<file path="config.mk">
export PLATFORM = sky130hd
export DESIGN_NAME = cpu_clock_ctl
export DESIGN_NICKNAME = d
export VERILOG_FILES = /design/src/rtl/cpu_clock_ctl.sv
export SDC_FILE = /design/constraint.sdc
export NUM_CORES = 1
export LEC_CHECK = 0
export ABC_AREA = 0
export CORE_AREA = 2 2 39 41
export CTS_CLUSTER_DIAMETER = 120
export DETAILED_ROUTE_END_ITERATION = 6
export DIE_AREA = 0 0 41 43
export GPL_TIMING_DRIVEN = 0
export PLACE_DENSITY = 0.53
export SLEW_MARGIN = 10
export SYNTH_ARGS = -nofsm -noshare
export SYNTH_HDL_FRONTEND = slang
export SYNTH_SLANG_ARGS = --single-unit
export TNS_END_PERCENT = 100
</file>
<file path="constraint.sdc">
create_clock -name clock -period 1.2 [get_ports clock]
set_input_delay 0.24 -clock clock [delete_from_list [all_inputs] [get_ports clock]]
set_output_delay 0.24 -clock clock [all_outputs]
set_load 0.005 [all_outputs]
</file>
<file path="src/rtl/cpu_clock_ctl.sv">
// CPU T-state clock-enable generator with +3 style memory contention stalls.
// Optional feature: define CPU_TURBO_EN to add a `turbo` input that halves the T-state period.
module cpu_clock_ctl #(
    parameter int DIV  = 8,
    parameter int CWIN = 6
) (
    input  logic       clock,
    input  logic       reset,
    input  logic       mreq,
    input  logic [1:0] a,
    input  logic       ramc,
    input  logic       border,
    input  logic [2:0] hphase,
    output logic       pe,
    output logic       ne,
    output logic       hold
`ifdef CPU_TURBO_EN
    ,
    input  logic       turbo
`endif
);

    localparam int CW = $clog2(DIV);
    localparam logic [CW-1:0] LAST_N = CW'(DIV - 1);
    localparam logic [CW-1:0] HALF_N = CW'(DIV / 2 - 1);
    localparam logic [CW-1:0] LAST_T = CW'(DIV / 2 - 1);
    localparam logic [CW-1:0] HALF_T = CW'(DIV / 4 - 1);
    localparam logic [3:0]    CWIN_V = 4'(CWIN);

    typedef enum logic {
        RUN   = 1'b0,
        STALL = 1'b1
    } state_t;

    state_t          state_q, state_d;
    logic [CW-1:0]   cnt_q, cnt_d;
    logic            done_q, done_d;
    logic            pe_q, pe_d;
    logic            ne_q, ne_d;
    logic            turbo_q;
    logic [CW-1:0]   lastCnt;
    logic [CW-1:0]   halfCnt;
    logic            wrap;
    logic            cadr;
    logic            stall;

    // Turbo mode is latched only at a period wrap so a period is never cut short.
`ifdef CPU_TURBO_EN
    logic turbo_d;
    assign turbo_d = wrap ? turbo : turbo_q;

    always_ff @(posedge clock or negedge reset) begin
        if (!reset) begin
            turbo_q <= 1'b0;
        end else begin
            turbo_q <= turbo_d;
        end
    end
`else
    assign turbo_q = 1'b0;
`endif

    always_ff @(posedge clock or negedge reset) begin
        if (!reset) begin
            state_q <= RUN;
            cnt_q   <= '0;
            done_q  <= 1'b0;
            pe_q    <= 1'b0;
            ne_q    <= 1'b0;
        end else begin
            state_q <= state_d;
            cnt_q   <= cnt_d;
            done_q  <= done_d;
            pe_q    <= pe_d;
            ne_q    <= ne_d;
        end
    end

    // The RUN/STALL decision is taken only on the last clock of each period.
    always_comb begin
        lastCnt = turbo_q ? LAST_T : LAST_N;
        halfCnt = turbo_q ? HALF_T : HALF_N;
        wrap    = (cnt_q == lastCnt);
        cadr    = (a == 2'b01) | ((a == 2'b11) & ramc);
        stall   = ~mreq & cadr & ~border & ({1'b0, hphase} < CWIN_V) & ~done_q & ~turbo_q;

        cnt_d   = wrap ? '0 : cnt_q + 1'b1;
        state_d = state_q;
        pe_d    = 1'b0;
        ne_d    = (cnt_q == halfCnt) & (state_q == RUN);

        if (wrap) begin
            state_d = stall ? STALL : RUN;
            pe_d    = ~stall;
        end

        // One contention per access: once the CPU has advanced, the access is no longer stallable.
        if (mreq) begin
            done_d = 1'b0;
        end else if (pe_d) begin
            done_d = 1'b1;
        end else begin
            done_d = done_q;
        end
    end

    assign pe   = pe_q;
    assign ne   = ne_q;
    assign hold = (state_q == STALL);

endmodule

</file>
==> metrics.cfg, run 1 <==
[synth]
synth-edff-count=0
seq_area_frac_synth_pct=58.6
synthArstFlopShare_pct=100
synth.most_common_cell=dfrtp_1
synth_ff_type=dfrtp_1
synthDominantCellAreaShare_pct=58.6
syn_inst=23
ys_warn_count=0
ys_top_cells_by_area=dfrtp_1 (59%), ha_1 (13%), nor2b_1 (6.3%)
syn-num-nets=36
synth_common_cells=dfrtp_1 (7), inv_1 (4), ha_1 (3), nor2b_1 (3)
syn-mean-instance-area_um2=13.0
synth_top_cell_by_area=dfrtp_1
synthesis.area_um2=299
ys_seq_elements=7
synth_cell_types=10

[sta]
slew_headroom_pct=79.6
fmax_ghz=0.735
hold_ws_ns=0.248
clock_skew_ns=0.000289
rsz0062_at_grt=yes
final_max_slew_viol_count=0
finalHoldViolCount=0
setup_violations=3
fin_crit_ns=1.36
worst_pin_slew_ns=0.305
period_share_pct=113
worst_slack_ns=-0.161

[drt]
totalWireLength_um=589
remaining_drc_errors=0
wl_per_cell_um=10.7
drtAntennaViolNets=0
drtPass1Iterations=2
drt-initial-drc-count=3
route.vias.total=216
via_per_inst=3.93

[global_routing]
antenna_found_initial=0
grt-ovfl-total=0
grt_usage_pct=8.40
grt_first_pass_wirelength_um=890
grt_max_degree=8
grt_pass1_vias=237

[critical_path]
reg2reg_slack_ns=-0.16
crit_arrival_ns=1.55
worstReg2RegEnd=hold
criticalPathCategory=reg -> reg
crit_path_top_delay_cell=or4b_4
worstSetupStartpoint=done_q
reg2regPathDepth=3
worstPathCellList=or4b_4, a221oi_4, mux2_4
worst-path-max-fanout=3
critPathLaunchType=flip-flop
cp.required_ns=1.39
timing.rr.start=done_q
endpoint_kind=flip-flop
cpPeakStageDelay_ns=0.50

[clocking]
cts_sinks=7
cts_tree=done
cts.reportedPaths.clkPinSlew_ns=0.05
cts_buffers=3
cts-htree-levels=1
cts_buffer_depth=2
root_buffer=clkbuf_4
clkLatencyLatePin_ns=0.24

[die]
io_pins=13
core_area_um2=1380
die_area_um2=1760
start_util_pct=21.6
placementRows=14
die_w_um=41
die_y_um=43

[placed_design]
portBuffers=11
hpwl_um=446
gp_congestion=0.676

[power_and_ir_drop]
netSwitchingFraction_pct=20.2
ir_drop_mv=0.469
seqPwrFrac_pct=48.6
p_comb_share_pct=9.3
total_power_uw=496
power_density_nw_per_um2=1030
switching_power_uw=100
internal_power_uw=395
p_leak_uw=0.000263
clock_power_share_pct=42.1

[finish]
multi_input_area_um2=128
layout.nets=53
area_delta_synth_final_pct=61.1
num_antenna_cells=0
seq_area_um2=175
fillers=138
utilization_pct=34.8
drive_above_1_share_pct=17.9

[hold_path]
min_path_type=in -> async

[job]
cap_violations=0

[run_status]
outcome=finished, violations left
violations=setup timing

registers in the layout (all words and copies together) (netlist names):
| signal | cells |
|---|---|
| cnt_q | 3 |
| done_q | 1 |
| hold | 1 |
| ne | 1 |
| pe | 1 |
how the worst max path moves through the flow:
stage	end	slack (ns)	cells after the start
2_1_floorplan	hold	-0.07	3
3_3_place_gp	hold	-0.53	4
3_5_place_dp	done_q	-0.60	4
4_1_cts	hold	-0.22	3
5_1_grt	hold	-0.22	3
6_report	hold	-0.16	3
cells by family (layout without fill, tap and decap cells):
logic type / after synthesis / count (layout) / synth area share [%]
AOI/OAI and AO/OA: 2 / 2 / 7.11
adders and majority gates: 3 / 3 / 12.6
buffers and inverters: 4 / 20 / 5.02
DFF: 7 / 7 / 58.6
muxes: 1 / 1 / 3.77
and+or+nand+nor: 6 / 6 / 13.0
stage by stage:
step	setup WS, ns	cell area (um2)	std cells	setup TNS (ns)
floorplan	-0.0684	299	23	-0.167
global placement	-0.529	429	50	-1.55
detailed placement	-0.596	429	50	-1.74
CTS	-0.216	477	55	-0.570
global route	-0.216	482	55	-0.569
finish	-0.161	482	55	-0.408
critical path, delay by kind of cell (launching register included):
kind	cells	cell delay (ns)
and+or+nand+nor	1	0.50
AOI/OAI and AO/OA	1	0.24
DFF	1	0.38
muxes	1	0.19
power groups by stage:
stage	Sequential (uW)	Combinational (uW)	Clock, uW
6_report	241	46.3	209
5_1_grt	240	50.6	245
4_1_cts	241	48.2	221
3_5_place_dp	245	41.9	0
3_3_place_gp	245	40.3	0
2_1_floorplan	245	6.42	0
per-layer routing:
layer / GRT usage, % / part of all wire (%)
met1: 7.26 / 40
met4: 6.00 / 0
met2: 13.1 / 48
met3: 5.24 / 13
met5: 0 / 0
final cells by class:
cell class	count	area share (%)
Sequential cell	7	36.4
Multi-Input combinational cell	12	26.5
Timing Repair Buffer	12	24.4
Clock buffer	4	5.45
Tap cell	16	4.16
Inverter	4	3.12
cell usage in the layout, fill, tap and decap left out, drive strengths merged:
cell and instances:
nor2 1, ha 3, nand2b 1, buf 1
clkdlybuf4s50 5, clkbuf 4, dfrtp 7, or4b 1
dlygate4sd2 4, dlymetal6s2s 2, o22ai 1, mux2 1
a221oi 1, inv 4, nor2b 3
what timing repair did:
action                     in CTS  in global routing
setup endpoints to repair       6                  3
resized for setup               7                  2
hold buffers                    0                  0
setup buffers                   1                  0
pin swaps                       1                  1
(Power assumes the default switching activity.)
==> inputs of run 2 (changes only) <==
--- a/config.mk
+++ b/config.mk
@@ -16,4 +16,3 @@
 export SYNTH_ARGS = -nofsm -noshare
 export SYNTH_HDL_FRONTEND = slang
 export SYNTH_SLANG_ARGS = --single-unit
-export TNS_END_PERCENT = 100
==> results of run 2 <==
Same layout as run 1: the final DEF is identical, and so are final timing and power.
